### config.mk
export PLATFORM = sky130hd
export DESIGN_NAME = d8_hazard_unit
export DESIGN_NICKNAME = d
export VERILOG_FILES = /design/src/rtl/d8_hazard_unit.sv
export SDC_FILE = /design/constraint.sdc
export NUM_CORES = 1
export LEC_CHECK = 0
export CORE_MARGIN = 2
export CORE_UTILIZATION = 40
export CTS_CLUSTER_DIAMETER = 120
export DETAILED_ROUTE_END_ITERATION = 8
export PLACE_DENSITY = 0.74
export SYNTH_ARGS = -nofsm -noshare
export SYNTH_HDL_FRONTEND = slang
export SYNTH_SLANG_ARGS = --single-unit
### constraint.sdc
create_clock -name sys_clk -period 5.5 [get_ports sys_clk]
set_clock_uncertainty 0.1 [all_clocks]
set_input_delay 1.1 -clock sys_clk [delete_from_list [all_inputs] [get_ports sys_clk]]
set_output_delay 1.1 -clock sys_clk [all_outputs]
set_load 0.03 [all_outputs]
### src/rtl/d8_hazard_unit.sv
// Hazard unit for the dumb8 pipeline: tracks DEPTH in-flight destinations, decides
// issue vs. bubble, produces forwarding selects and a saturating stall counter.

module d8_hazard_cmp #(
  parameter int RW = 8
) (
  input  logic          v,
  input  logic [RW-1:0] dst,
  input  logic [RW-1:0] src_b,
  input  logic [RW-1:0] src_c,
  input  logic          rd_b,
  input  logic          rd_c,
  output logic          mb,
  output logic          mc
);
  assign mb = v & rd_b & (dst == src_b);
  assign mc = v & rd_c & (dst == src_c);
endmodule

module d8_hazard_unit #(
  parameter int DEPTH   = 2,
  parameter int FORWARD = 0,
  parameter int RW      = 8,
  parameter int SW      = 3
) (
  input  logic          sys_clk,
  input  logic          sys_rst_n,
  input  logic          li_di_valid,
  input  logic [7:0]    li_di_op,
  input  logic [RW-1:0] li_di_a,
  input  logic [RW-1:0] li_di_b,
  input  logic [RW-1:0] li_di_c,
  input  logic          flush,
  output logic          en,
  output logic [7:0]    li_di_op_out,
  output logic [SW-1:0] fwd_b,
  output logic [SW-1:0] fwd_c,
  output logic [15:0]   stall_count
);
  localparam logic [7:0] OP_ADD = 8'h01, OP_SOU = 8'h02, OP_SHL = 8'h03, OP_SHR = 8'h04;
  localparam logic [7:0] OP_COP = 8'h05, OP_AFC = 8'h06, OP_LOD = 8'h07, OP_STR = 8'h08;
  localparam logic [7:0] OP_JMP = 8'h09, OP_JMZ = 8'h0A, OP_VWR = 8'h0B;

  logic [DEPTH-1:0]         vld_pipe;
  logic [DEPTH-1:0][RW-1:0] dst_pipe;
  logic                     ld0;  // only the youngest entry's load flag is ever consulted
  logic                     rd_b, rd_c, wr;
  logic [DEPTH-1:0]         mb, mc;
  logic                     hazard, issue;

  always_comb begin
    rd_b = 1'b0;
    rd_c = 1'b0;
    wr   = 1'b0;
    case (li_di_op)
      OP_ADD, OP_SOU, OP_SHL, OP_SHR: begin rd_b = 1'b1; rd_c = 1'b1; wr = 1'b1; end
      OP_VWR:                         begin rd_b = 1'b1; rd_c = 1'b1; end
      OP_COP:                         begin rd_b = 1'b1; wr = 1'b1; end
      OP_STR, OP_JMZ, OP_JMP:         rd_b = 1'b1;
      OP_AFC, OP_LOD:                 wr = 1'b1;
      default: ;
    endcase
  end

  for (genvar k = 0; k < DEPTH; k++) begin : g_cmp
    d8_hazard_cmp #(.RW(RW)) u_cmp (
      .v     (vld_pipe[k]),
      .dst   (dst_pipe[k]),
      .src_b (li_di_b),
      .src_c (li_di_c),
      .rd_b  (rd_b),
      .rd_c  (rd_c),
      .mb    (mb[k]),
      .mc    (mc[k])
    );
  end

  always_comb begin
    if (FORWARD != 0) hazard = (mb[0] | mc[0]) & ld0;
    else              hazard = |{mb, mc};
  end

  assign issue        = li_di_valid & ~hazard & ~flush;
  assign en           = ~(li_di_valid & hazard & ~flush);
  assign li_di_op_out = issue ? li_di_op : 8'h00;

  // Scan oldest to youngest so the youngest producer wins.
  always_comb begin
    fwd_b = '0;
    fwd_c = '0;
    if (FORWARD != 0) begin
      for (int k = DEPTH - 1; k >= 0; k--) begin
        if (mb[k]) fwd_b = SW'(k + 1);
        if (mc[k]) fwd_c = SW'(k + 1);
      end
    end
  end

  always_ff @(posedge sys_clk or negedge sys_rst_n) begin
    if (!sys_rst_n) begin
      vld_pipe    <= '0;
      dst_pipe    <= '0;
      ld0         <= 1'b0;
      stall_count <= '0;
    end else begin
      vld_pipe[0] <= issue & wr;
      dst_pipe[0] <= li_di_a;
      ld0         <= (li_di_op == OP_LOD);
      // A flush also kills the entry that was youngest this cycle.
      for (int k = 1; k < DEPTH; k++) begin
        vld_pipe[k] <= vld_pipe[k-1] & ~(flush && k == 1);
        dst_pipe[k] <= dst_pipe[k-1];
      end
      if (!en && stall_count != 16'hFFFF) stall_count <= stall_count + 16'd1;
    end
  end
endmodule

==> flow_summary.yaml, run 1 <==
pwr:
  power.internal_mw: 0.424
  pwr-share-clk: 0.385
  swShare: 0.244
  power_per_cell_area_nw_per_um2: 209
  ir_drop_uv: 169
  p_leak_nw: 1.14
  combPwrFrac: 0.148
  switchingPower_mw: 0.137
  pwr-share-seq: 0.467
placed_design:
  place_hpwl_um: 3080
  io_buffers: 60
  post_dp_cell_area_um2: 2580
  place_congestion: 0.836
cts:
  cts_buffers: 5
  clk_latency_ps: 280
  post_cts_resize_count: 0
  cts_tree: "built"
  clock_path_buffers: 2
  h-tree-depth: 2
  clkSinkCount: 34
  clkTransAtPathRegs_ps: 70
  cts_hold_buf: 0
  post_cts_buffers: 0
  root_buffer: "clkbuf_8"
routing:
  dr.pass1.iters: 4
  wl_per_cell_um: 14.0
  drtAntennaViolNets: 0
  drc: 0
  viasPerCell: 5.10
  drtIter0Drc: 76
  wl_um: 4100
  vias: 1488
timing:
  rsz0062_at_grt: "false"
  tightest_slew_ps: 718
  setup_viol: 0
  setup_tns_ps: 0
  min_period_ps: 5010
  slew_viol_final: 0
  hold_viol: 0
  period_share: 0.911
  slew_headroom: 0.521
  fmax_mhz: 200
grt:
  busiest_layer: "met2"
  grt_max_degree: 35
  grt_pass1_wl_um: 6930
  gr-usage-met1: 0.233
  antenna_found_initial: 0
  first_global_vias: 1474
  gr-total-overflow: 0
  met3_usage: 0.0425
  grt_util_met2: 0.254
  grtUsageTotal: 0.168
synthesis:
  netlist_area_um2: 1930
  synthCells: 172
  ys_seq_elements: 34
  synthArstFlopShare: 1.00
  synth_common_cells: "34 x dfrtp_1, 34 x xor2_1, 13 x xnor2_1"
  avgSynthCellArea_um2: 11.2
  yosysWarnings: 0
  synth_top_area_frac: 0.441
  ys_types: 36
  synth-edff-count: 0
  yosys.area.top_type: "dfrtp_1"
  yosysSeqAreaShare: 0.441
  synth_area_leaders: "dfrtp_1 44%, xor2_1 15%, xnor2_1 5.9%, a211oi_2 3.9%, and3_1 2.6%"
  synthFlopType: "dfrtp_1"
critical_path:
  crit_arrival_ps: 3810
  rrSetupSlack_ps: 3120
  crit_required_ps: 4300
  critPathMaxFanout: 9
  critPathLaunch: "li_di_op[5]"
  crit_type: "primary input to primary output"
  r2r_cells: 7
  reg2reg_from: "dst_pipe[5]"
  critPathCaptureType: "primary output"
  worstSetupStartpointType: "primary input"
  worstReg2RegEnd: "stall_count[8]"
  cp-endpoint: "li_di_op_out[7]"
die:
  dieArea_um2: 5400
  core_area_um2: 4690
  pin_count: 67
  fp.dieW_um: 73.5
  fp-row-count: 25
  start_util: 0.411
  die_h_um: 73.5
hold_path:
  hold-path-cell-count: 0
  hold_path.class: "flip-flop to flip-flop"
run_status:
  status: "complete, no violations"
cells_and_area:
  drive_gt1_frac: 0.109
  area_growth_pct: 39.3
  final_cell_area_um2: 2690
  diodes: 0
  layout.nets: 274
run:
  cap_violations: 0
[sequential cells by signal, summed over array words and instances (netlist names)]
signal	flops
stall_count	16
vld_pipe	2
dst_pipe	16
[logic make-up (layout without fill, tap and decap cells)]
group                      after synthesis  after routing  synth area share
and+or+nand+nor                         52             52             0.172
xor gates and xnor gates                47             47             0.213
DFF                                     34             34             0.441
AOI/OAI and AO/OA                       19             19             0.111
buffers and inverters                   16             77            0.0434
adders and majority gates                2              2            0.0117
other                                    1              6           0.00194
muxes                                    1              1           0.00583
[cell type report]
| cell class | instances | area (um^2) |
|---|---|---|
| flip-flops and latches | 34 | 851 |
| repair buffers | 63 | 623 |
| well taps | 54 | 67.6 |
| multi-input cells | 127 | 1010 |
| clock buffers | 8 | 110 |
| fillers | 405 | 2000 |
| inverters | 6 | 22.5 |
[how the worst min path moves through the flow]
stage / from / to / slack (ps)
finish: dst_pipe[7] / dst_pipe[15] / 330
global route: dst_pipe[7] / dst_pipe[15] / 360
CTS: dst_pipe[7] / dst_pipe[15] / 340
detailed placement: dst_pipe[5] / dst_pipe[13] / 330
global placement: dst_pipe[2] / dst_pipe[10] / 320
floorplan: dst_pipe[2] / dst_pipe[10] / 310
[power by group through the flow]
stage | sequential [mW] | clock, mW | combinational (mW)
6_report | 0.262 | 0.216 | 0.0830
5_1_grt | 0.263 | 0.235 | 0.0906
4_1_cts | 0.262 | 0.221 | 0.0839
3_5_place_dp | 0.267 | 0 | 0.0834
3_3_place_gp | 0.267 | 0 | 0.0831
2_1_floorplan | 0.266 | 0 | 0.0414
[per-stage QoR]
| step | util | hold WS (ps) | power [mW] | instances | setup WS [ps] |
|---|---|---|---|---|---|
| 2_1_floorplan | - | 309 | 0.307 | 177 | 1360 |
| 3_3_place_gp | 0.550 | 319 | 0.350 | 284 | 525 |
| 3_5_place_dp | 0.550 | 327 | 0.350 | 284 | 482 |
| 4_1_cts | 0.573 | 341 | 0.567 | 292 | 478 |
| 5_1_grt | 0.573 | 365 | 0.588 | 292 | 338 |
| 6_report | 0.573 | 333 | 0.561 | 292 | 490 |
[critical path, stage by stage]
cell and delay, ps:
clkdlybuf4s50_1 410, or4_4 550, nand3b_4 190, nor4_4 330, a41oi_4 140, and2_0 270
and3_1 220, clkdlybuf4s50_1 580
[layout by cell type, fill, tap and decap left out, types with 2 or more instances in the layout]
cell type        netlist  layout
a2111oi_1              3       3
a2111oi_2              3       3
xnor2_1               13      13
dfrtp_1               34      34
nand4_1                6       6
nand3_1                9       9
nor3_1                 3       3
nand2_1                8       8
buf_4                  6       3
a211oi_2               6       6
and4_1                 2       2
nor2_1                 2       2
xor2_1                34      34
nor4_1                 5       5
clkbuf_8               0       8
clkdlybuf4s50_1        0      60
and3_1                 8       8
nor2b_1                2       2
inv_1                  6       6
a21oi_1                3       3
conb_1                 1       6
[layer usage]
layer | share of wire | vias to the layer above
li1 | - | 731
met1 | 0.48 | 697
met2 | 0.45 | 52
met3 | 0.060 | 8
met4 | 0.017 | 0
met5 | 0 | -
Note: power is estimated with default switching activity, not from simulation.
==> inputs of run 2 (changes only) <==
--- a/config.mk
+++ b/config.mk
@@ -6,10 +6,10 @@
 export NUM_CORES = 1
 export LEC_CHECK = 0
 export CORE_MARGIN = 2
-export CORE_UTILIZATION = 40
+export CORE_UTILIZATION = 49
 export CTS_CLUSTER_DIAMETER = 120
 export DETAILED_ROUTE_END_ITERATION = 8
-export PLACE_DENSITY = 0.74
+export PLACE_DENSITY = 0.88
 export SYNTH_ARGS = -nofsm -noshare
 export SYNTH_HDL_FRONTEND = slang
 export SYNTH_SLANG_ARGS = --single-unit
==> flow_summary.yaml, run 2 (synthesis results as in run 1) <==
hold_path:
  hold-path-cell-count: 0
  hold_path.class: "flip-flop to flip-flop"
  hold_end: "dst_pipe[12]"
  worstHoldStart: "dst_pipe[4]"
cts:
  cts_tree: "built"
  clkSinkCount: 34
  clkTransAtPathRegs_ps: 70
  post_cts_buffers: 0
  cts_hold_buf: 0
  cts_buffers: 5
  root_buffer: "clkbuf_8"
  clk_latency_ps: 290
  post_cts_resize_count: 0
  h-tree-depth: 2
  clock_path_buffers: 2
timing:
  slew_viol_final: 0
  hold_viol: 0
  fmax_mhz: 197
  setup_viol: 0
  slew_headroom: 0.489
  period_share: 0.924
  layout_setup_ws_ps: 416
  setup_tns_ps: 0
  rsz0062_at_grt: "false"
  min_period_ps: 5080
  tightest_slew_ps: 765
cells_and_area:
  area_growth_pct: 37.8
  drive_gt1_frac: 0.109
  reg.largest.list: "dst_pipe (16), stall_count (16), vld_pipe (2)"
  mostFrequentLayoutCell: "clkdlybuf4s50_1"
  final_cell_mix: "60 x clkdlybuf4s50_1, 34 x xor2_1, 34 x dfrtp_1"
  diodes: 0
  layout.nets: 274
  fin_cells: 286
grt:
  grt_max_degree: 35
  gr-total-overflow: 0
  grtUsageTotal: 0.216
  first_global_vias: 1534
  antenna_found_initial: 0
  grt_pass1_wl_um: 6990
pwr:
  ir_drop_uv: 180
  p_leak_nw: 1.13
  power_per_cell_area_nw_per_um2: 199
die:
  die_h_um: 66.8
  fp.dieW_um: 66.8
  core_area_um2: 3720
  dieArea_um2: 4460
  fp-row-count: 22
  start_util: 0.520
  pin_count: 67
critical_path:
  critPathLaunch: "li_di_op[5]"
  r2r_cells: 7
  crit_type: "primary input to primary output"
  reg2reg_from: "dst_pipe[5]"
  worstSetupStartpointType: "primary input"
  worstReg2RegEnd: "stall_count[10]"
  critPathBufInv: 2
  crit_path_frequent_cell: "clkdlybuf4s50_1"
  crit_path_top_delay_cell: "clkdlybuf4s50_1"
  crit_required_ps: 4300
  crit_chain: "clkdlybuf4s50_1, or4_4, nand3b_4, nor4_4, a41oi_4, and2_0, and3_1, clkdlybuf4s50_1"
  max_stage_delay_ps: 590
  critPathCaptureType: "primary output"
  crit_arrival_ps: 3880
  rrSetupSlack_ps: 3090
  critPathMaxFanout: 9
  critPathTopFamily: "simple AND/OR/NAND/NOR gates"
routing:
  wl_per_cell_um: 14.6
  wl_um: 4180
  drc: 0
  dr.pass1.iters: 5
  drtIter0Drc: 38
  drtAntennaViolNets: 0
  vias: 1502
  viasPerCell: 5.25
placed_design:
  place_hpwl_um: 3190
  post-place-ws_ps: 429
  io_buffers: 60
  dp_cells: 278
  place_congestion: 0.794
run_status:
  status: "complete, no violations"
run:
  cap_violations: 0
## run 2: changes by cell type in the layout (fill, tap and decap cells not counted), sizes merged
cell,previous run,this run
clkbuf,8,5
clkinv,0,2
clkinvlp,0,1
## run 2: final cells by class
| type | instances | area, um^2 |
|---|---|---|
| clock inverter | 3 | 21.3 |
| timing repair buffer | 63 | 623 |
| multi-input combinational | 127 | 1010 |
| tap | 48 | 60.1 |
| sequential | 34 | 851 |
| inverter | 6 | 22.5 |
| fill | 299 | 1050 |
| clock buffer | 5 | 68.8 |
## run 2: per-layer routing
layer  GRT usage  wire length [um]  vias to the layer above
li1            -                 -                      730
met1       0.265              1800                      707
met2       0.354              2010                       57
met3      0.0591               275                        8
met4      0.0944                95                        0
met5           0                 0                        -
## run 2: through the flow
stage | power (mW) | cell area (um^2) | util | hold WS [ps]
floorplan | 0.307 | 1950 | - | 309
global placement | 0.349 | 2570 | 0.692 | 317
detailed placement | 0.350 | 2570 | 0.692 | 325
CTS | 0.534 | 2660 | 0.716 | 342
global route | 0.554 | 2660 | 0.716 | 363
finish | 0.530 | 2660 | 0.716 | 338
## run 2: worst max-delay path by stage
stage	end	cells past startpoint	slack, ps
after detailed placement	li_di_op_out[2]	8	430
after global placement	li_di_op_out[5]	8	520
after floorplan	li_di_op_out[0]	7	1360
final	li_di_op_out[2]	8	420
after CTS	li_di_op_out[2]	8	430
after global routing	li_di_op_out[4]	8	300
## run 2: power breakdown
group / switching (mW) / total (mW) / leakage, nW / internal [mW]
Sequential: 0.00604 / 0.262 / 0.428 / 0.256
Clock: 0.0952 / 0.184 / 0.0441 / 0.0888
Combinational: 0.0417 / 0.0836 / 0.655 / 0.0419
Total: 0.143 / 0.530 / 1.13 / 0.387
==> inputs of run 3 (changes only) <==
--- a/config.mk
+++ b/config.mk
@@ -10,6 +10,7 @@
 export CTS_CLUSTER_DIAMETER = 120
 export DETAILED_ROUTE_END_ITERATION = 8
 export PLACE_DENSITY = 0.88
+export SLEW_MARGIN = 30
 export SYNTH_ARGS = -nofsm -noshare
 export SYNTH_HDL_FRONTEND = slang
 export SYNTH_SLANG_ARGS = --single-unit
==> results of run 3 <==
The final DEF is identical to that of run 2; final timing and power are the same.
